--- src/rtl/spi_reg_bank.sv ---
// Serial register bank: frames of R/W bit, address and burst data words write or read
// NUM_CH channel registers, all clocked by the serial clock.
module spi_reg_bank #(
   parameter int unsigned NUM_CH = 8,
   parameter int unsigned REG_W  = 8,
   parameter int unsigned ADDR_W = 3
) (
   input  logic                    clk,
   input  logic                    rst,
   input  logic                    cs_n,
   input  logic                    serial_in,
   output logic                    serial_out,
   output logic [NUM_CH*REG_W-1:0] ch_out,
   output logic                    wr_strobe,
   output logic [ADDR_W-1:0]       wr_addr,
   output logic                    addr_err
);

   localparam logic [1:0] StIdle = 2'd0;
   localparam logic [1:0] StCmd  = 2'd1;
   localparam logic [1:0] StData = 2'd2;

   localparam int unsigned       MaxCnt   = (REG_W > ADDR_W) ? REG_W : ADDR_W;
   localparam int unsigned       CntW     = $clog2(MaxCnt + 1);
   localparam logic [CntW-1:0]   AddrLast = CntW'(ADDR_W - 1);
   localparam logic [CntW-1:0]   BitLast  = CntW'(REG_W - 1);
   localparam logic [ADDR_W-1:0] ChLast   = ADDR_W'(NUM_CH - 1);

   function automatic logic in_range(input logic [ADDR_W-1:0] a);
      return 32'(a) < NUM_CH;
   endfunction

   // Out-of-range addresses match no channel and therefore read as zero.
   function automatic logic [REG_W-1:0] pick(input logic [NUM_CH*REG_W-1:0] bank,
                                             input logic [ADDR_W-1:0]       a);
      logic [REG_W-1:0] w;
      w = '0;
      for (int k = 0; k < NUM_CH; k++) begin
         if (a == ADDR_W'(k)) w = bank[k*REG_W +: REG_W];
      end
      return w;
   endfunction

   logic [1:0]              state_q, state_d;
   logic [CntW-1:0]         cnt_q, cnt_d;
   logic                    rw_q, rw_d;
   logic [ADDR_W-1:0]       addr_q, addr_d;
   logic [REG_W-1:0]        word_q, word_d;
   logic [REG_W-1:0]        rd_q, rd_d;
   logic                    so_q, so_d;
   logic [NUM_CH*REG_W-1:0] ch_q, ch_d;
   logic                    stb_q, stb_d;
   logic [ADDR_W-1:0]       wa_q, wa_d;
   logic                    err_q, err_d;

   logic [ADDR_W-1:0]       addr_new, addr_inc;
   logic [REG_W-1:0]        word_new, rd_sel;

   assign addr_new = (addr_q << 1) | ADDR_W'(serial_in);
   assign word_new = (word_q << 1) | REG_W'(serial_in);
   assign addr_inc = (addr_q == ChLast) ? '0 : addr_q + ADDR_W'(1);
   assign rd_sel   = pick(ch_q, (state_q == StCmd) ? addr_new : addr_inc);

   always_comb begin
      state_d = state_q;
      cnt_d   = cnt_q;
      rw_d    = rw_q;
      addr_d  = addr_q;
      word_d  = word_q;
      rd_d    = rd_q;
      so_d    = 1'b0;
      ch_d    = ch_q;
      stb_d   = 1'b0;
      wa_d    = wa_q;
      err_d   = err_q;

      if (cs_n) begin
         // Frame boundary: drop any partial word and return to idle.
         state_d = StIdle;
         cnt_d   = '0;
         word_d  = '0;
         rd_d    = '0;
      end else begin
         case (state_q)
            StIdle: begin
               rw_d    = serial_in;
               addr_d  = '0;
               cnt_d   = '0;
               word_d  = '0;
               state_d = StCmd;
            end
            StCmd: begin
               addr_d = addr_new;
               if (cnt_q == AddrLast) begin
                  state_d = StData;
                  cnt_d   = '0;
                  if (!in_range(addr_new)) err_d = 1'b1;
                  if (!rw_q) begin
                     so_d = rd_sel[REG_W-1];
                     rd_d = rd_sel << 1;
                  end
               end else begin
                  cnt_d = cnt_q + CntW'(1);
               end
            end
            StData: begin
               word_d = word_new;
               if (cnt_q == BitLast) begin
                  cnt_d  = '0;
                  word_d = '0;
                  addr_d = addr_inc;
                  if (!in_range(addr_inc)) err_d = 1'b1;
                  if (rw_q) begin
                     if (in_range(addr_q)) begin
                        for (int k = 0; k < NUM_CH; k++) begin
                           if (addr_q == ADDR_W'(k)) ch_d[k*REG_W +: REG_W] = word_new;
                        end
                        stb_d = 1'b1;
                        wa_d  = addr_q;
                     end
                  end else begin
                     so_d = rd_sel[REG_W-1];
                     rd_d = rd_sel << 1;
                  end
               end else begin
                  cnt_d = cnt_q + CntW'(1);
                  if (!rw_q) begin
                     so_d = rd_q[REG_W-1];
                     rd_d = rd_q << 1;
                  end
               end
            end
            default: state_d = StIdle;
         endcase
      end
   end

   always_ff @(posedge clk or posedge rst) begin
      if (rst) begin
         state_q <= StIdle;
         cnt_q   <= '0;
         rw_q    <= 1'b0;
         addr_q  <= '0;
         word_q  <= '0;
         rd_q    <= '0;
         so_q    <= 1'b0;
         ch_q    <= '0;
         stb_q   <= 1'b0;
         wa_q    <= '0;
         err_q   <= 1'b0;
      end else begin
         state_q <= state_d;
         cnt_q   <= cnt_d;
         rw_q    <= rw_d;
         addr_q  <= addr_d;
         word_q  <= word_d;
         rd_q    <= rd_d;
         so_q    <= so_d;
         ch_q    <= ch_d;
         stb_q   <= stb_d;
         wa_q    <= wa_d;
         err_q   <= err_d;
      end
   end

   assign serial_out = so_q;
   assign ch_out     = ch_q;
   assign wr_strobe  = stb_q;
   assign wr_addr    = wa_q;
   assign addr_err   = err_q;

endmodule
--- config.mk ---
export PLATFORM = sky130hd
export DESIGN_NAME = spi_reg_bank
export DESIGN_NICKNAME = d
export VERILOG_FILES = /design/src/rtl/spi_reg_bank.sv
export SDC_FILE = /design/constraint.sdc
export NUM_CORES = 1
export LEC_CHECK = 0
export CORE_UTILIZATION = 54
export CTS_BUF_LIST = sky130_fd_sc_hd__clkbuf_16
export CTS_CLUSTER_DIAMETER = 200
export DETAILED_ROUTE_END_ITERATION = 8
export PLACE_DENSITY = 0.79
export SLEW_MARGIN = 25
export SYNTH_ARGS = -nofsm -noshare
export SYNTH_HDL_FRONTEND = slang
export SYNTH_SLANG_ARGS = --single-unit
--- constraint.sdc ---
create_clock -name clk -period 3.2 [get_ports clk]
set_input_delay 0.48 -clock clk [delete_from_list [all_inputs] [get_ports clk]]
set_output_delay 0.48 -clock clk [all_outputs]
set_load 0.02 [all_outputs]
==> impl_metrics.yaml <==
setup_path:
  cp_slowest_cell: "dfrtp_1"
  regToRegStartpoint: "addr_q[1]"
  path_max_fanout: 9
  crit_path_cell_trace: "inv_1 -> ha_1 -> mux2i_2 -> buf_4 -> mux2_4 -> a221oi_2 -> a21oi_1 -> o31a_1"
  required_ps: 3430
  critical_path.top_delay_family: "multiplexers"
  r2r_cells: 8
  reg2reg_slack_ps: 390
  path_buf_inv: 2
  critPathCaptureType: "flop"
  worst_setup_path_start_kind: "flop"
  path_class: "reg -> reg"
  r2r_end: "rd_q[6]"
  arrival_ps: 3030
  max_stage_delay_ps: 480
cts:
  clock_latency_ps: 340
  htree_levels: 3
  cts_tree: "done"
  ctsLongestPathBuffers: 2
  path_clk_slew_ps: 70
  cts_setup_buffers: 0
  ctsRootBufferMaster: "clkbuf_16"
  cts.sinks: 94
  cts_resized: 0
  cts_buffers: 9
  ctsHoldBuffers: 0
floorplan:
  die-area_um2: 9290
  die_w_um: 96.4
  io_pins: 74
  die_height_um: 96.4
  coreArea_um2: 8680
  rows: 34
  initial_utilization: 0.554
grt:
  antenna_found_initial: 0
  grt_pass1_wl_um: 20900
  grt_max_degree: 44
  grt_pass1_vias: 3770
  grtUsageMet2: 0.491
  grt_overflow_total: 0
  grt.busiest_layer: "met2"
  use_met3: 0.0524
  grt_usage: 0.311
  globalRouteMet1Util: 0.438
run:
  drv_cap: 0
final_layout:
  mostFrequentLayoutCell: "dfrtp_1"
  drive_above_1_share: 0.239
  area_delta_synth_final_pct: 23.6
  fin_nets: 514
  layout_common_cells: "dfrtp_1 (94), clkdlybuf4s50_1 (72), mux2_2 (70)"
  fillers: 648
  diodes: 0
detailed_routing:
  ant_nets: 0
  via_per_inst: 6.37
  drt_wl_total_um: 13400
  drc: 0
  wl_per_cell_um: 22.0
  first_pass_iters: 5
  vias: 3888
  drt_iter0_markers: 420
min_path:
  hold-path-endpoint: "wr_addr[1]"
  hold_class: "reg -> reg"
  hold_path.startpoint: "wr_addr[1]"
  min_path_cells: 1
power_and_ir_drop:
  seq_power_share: 0.487
  internal-power_mw: 1.81
  swShare: 0.270
  p_comb_frac: 0.085
  p_total_mw: 2.48
  clkPwrFrac: 0.428
  power.switching_uw: 672
  ir_drop_mv: 0.242
  power_leakage_nw: 2.69
  powerDensity_nw_per_um2: 418
placement:
  routabilityCongestion: 0.928
  dp_hpwl_um: 9470
  io_buffers: 72
timing:
  hold_violations: 0
  finalClockSkew_ps: 6.57
  fin_crit_sh: 0.877
  finalCriticalPeriod_ps: 2810
  maxSlewViolCount: 0
  rsz0062_at_grt: "no"
  setup_viol: 0
  tightest_slew_ps: 758
  relSlewSlack: 0.494
  fin_setup_tns_ps: 0
  fmax_mhz: 356
yosys:
  synth_edf_count: 0
  syn_area_per_cell_um2: 11.3
  ys_types: 61
  synthCells: 426
  synthesis.nets: 443
  async_flop_share: 1.00
  ys_ff_latch: 94
  ys_seq_area_frac: 0.489
  yosys_warnings: 0
  synth_top_flop_cell: "dfrtp_1"
  syn_area_um2: 4810
run_status:
  outcome: "finished clean"
## routing by layer
| metal | share of wire | wire length [um] | vias up |
|---|---|---|---|
| met5 | 0 | 0 | - |
| met4 | 0.028 | 377 | 0 |
| met3 | 0.068 | 908 | 40 |
| met2 | 0.47 | 6290 | 198 |
| met1 | 0.44 | 5850 | 1938 |
| li1 | - | - | 1712 |
## cells in the mapped netlist (3+ instances only)
| master | n | share of area |
|---|---|---|
| a221oi_1 | 9 | 0.016 |
| nand2_1 | 30 | 0.023 |
| a221oi_2 | 3 | 0.0094 |
| and3b_1 | 3 | 0.0055 |
| mux2_4 | 3 | 0.0094 |
| o31a_1 | 4 | 0.0073 |
| a31oi_1 | 5 | 0.0065 |
| nand3b_1 | 3 | 0.0047 |
| dfrtp_1 | 94 | 0.49 |
| o22ai_1 | 3 | 0.0039 |
| and3_1 | 5 | 0.0065 |
| mux2_2 | 70 | 0.16 |
| buf_4 | 4 | 0.0062 |
| inv_1 | 13 | 0.010 |
| nand3_2 | 3 | 0.0062 |
| o21ai_0 | 19 | 0.020 |
| a22oi_1 | 4 | 0.0062 |
| nand2b_1 | 6 | 0.0078 |
| nor2_1 | 16 | 0.012 |
| nor3_1 | 7 | 0.0073 |
| buf_2 | 9 | 0.0094 |
| ha_1 | 13 | 0.034 |
| clkbuf_1 | 12 | 0.0094 |
| nand3_1 | 16 | 0.017 |
| a21oi_1 | 24 | 0.025 |
## power by group through the flow
stage / sequential (mW) / clock, mW / combinational, mW
after CTS: 1.21 / 1.07 / 0.210
final: 1.21 / 1.06 / 0.211
after global placement: 1.23 / 0 / 0.203
after detailed placement: 1.23 / 0 / 0.209
after floorplan: 1.23 / 0 / 0.151
after global routing: 1.21 / 1.11 / 0.229
## worst max path at each step
stage | startpoint | to | slack (ps) | depth (start not counted)
2_1_floorplan | rst | addr_q[0] | 270 | 1
3_3_place_gp | addr_q[1] | rd_q[6] | 550 | 8
3_5_place_dp | addr_q[1] | rd_q[6] | 430 | 8
4_1_cts | addr_q[1] | rd_q[6] | 410 | 8
5_1_grt | addr_q[1] | rd_q[6] | 320 | 8
6_report | addr_q[1] | rd_q[6] | 390 | 8
## metrics by stage
stage          setup WS, ps  area, um^2  utilization  std cells  hold WS (ps)
2_1_floorplan           271        4810            -        426           488
3_3_place_gp            551        5650        0.652        594           494
3_5_place_dp            425        5650        0.652        594           508
4_1_cts                 413        5950        0.685        610           525
5_1_grt                 317        5950        0.685        610           542
6_report                392        5950        0.685        610           523
## registers in the layout (all words and copies together), names as in the netlist
register    count
ch_out         64
rd_q            8
word_q          7
cnt_q           4
addr_q          3
wr_addr         3
state_q         2
rw_q            1
serial_out      1
wr_strobe       1
## cell type report
type                       count  area, um^2  area share
timing repair buffer          88         853       0.143
clock buffer                   9         225      0.0379
multi-input combinational    290        2260       0.380
tap                          108         135      0.0227
inverter                      14        53.8     0.00905
clock inverter                 7        68.8      0.0116
sequential                    94        2350       0.395
## logic make-up after synthesis
group                      count (synthesis)  share of synthesized area
muxes                                     75                      0.178
buffers and inverters                     42                     0.0416
adders and majority gates                 13                     0.0338
DFF                                       94                      0.489
and+or+nand+nor                          101                      0.108
other                                      1                   0.000779
AOI/OAI and AO/OA                        100                      0.148
(Power assumes the default switching activity.)
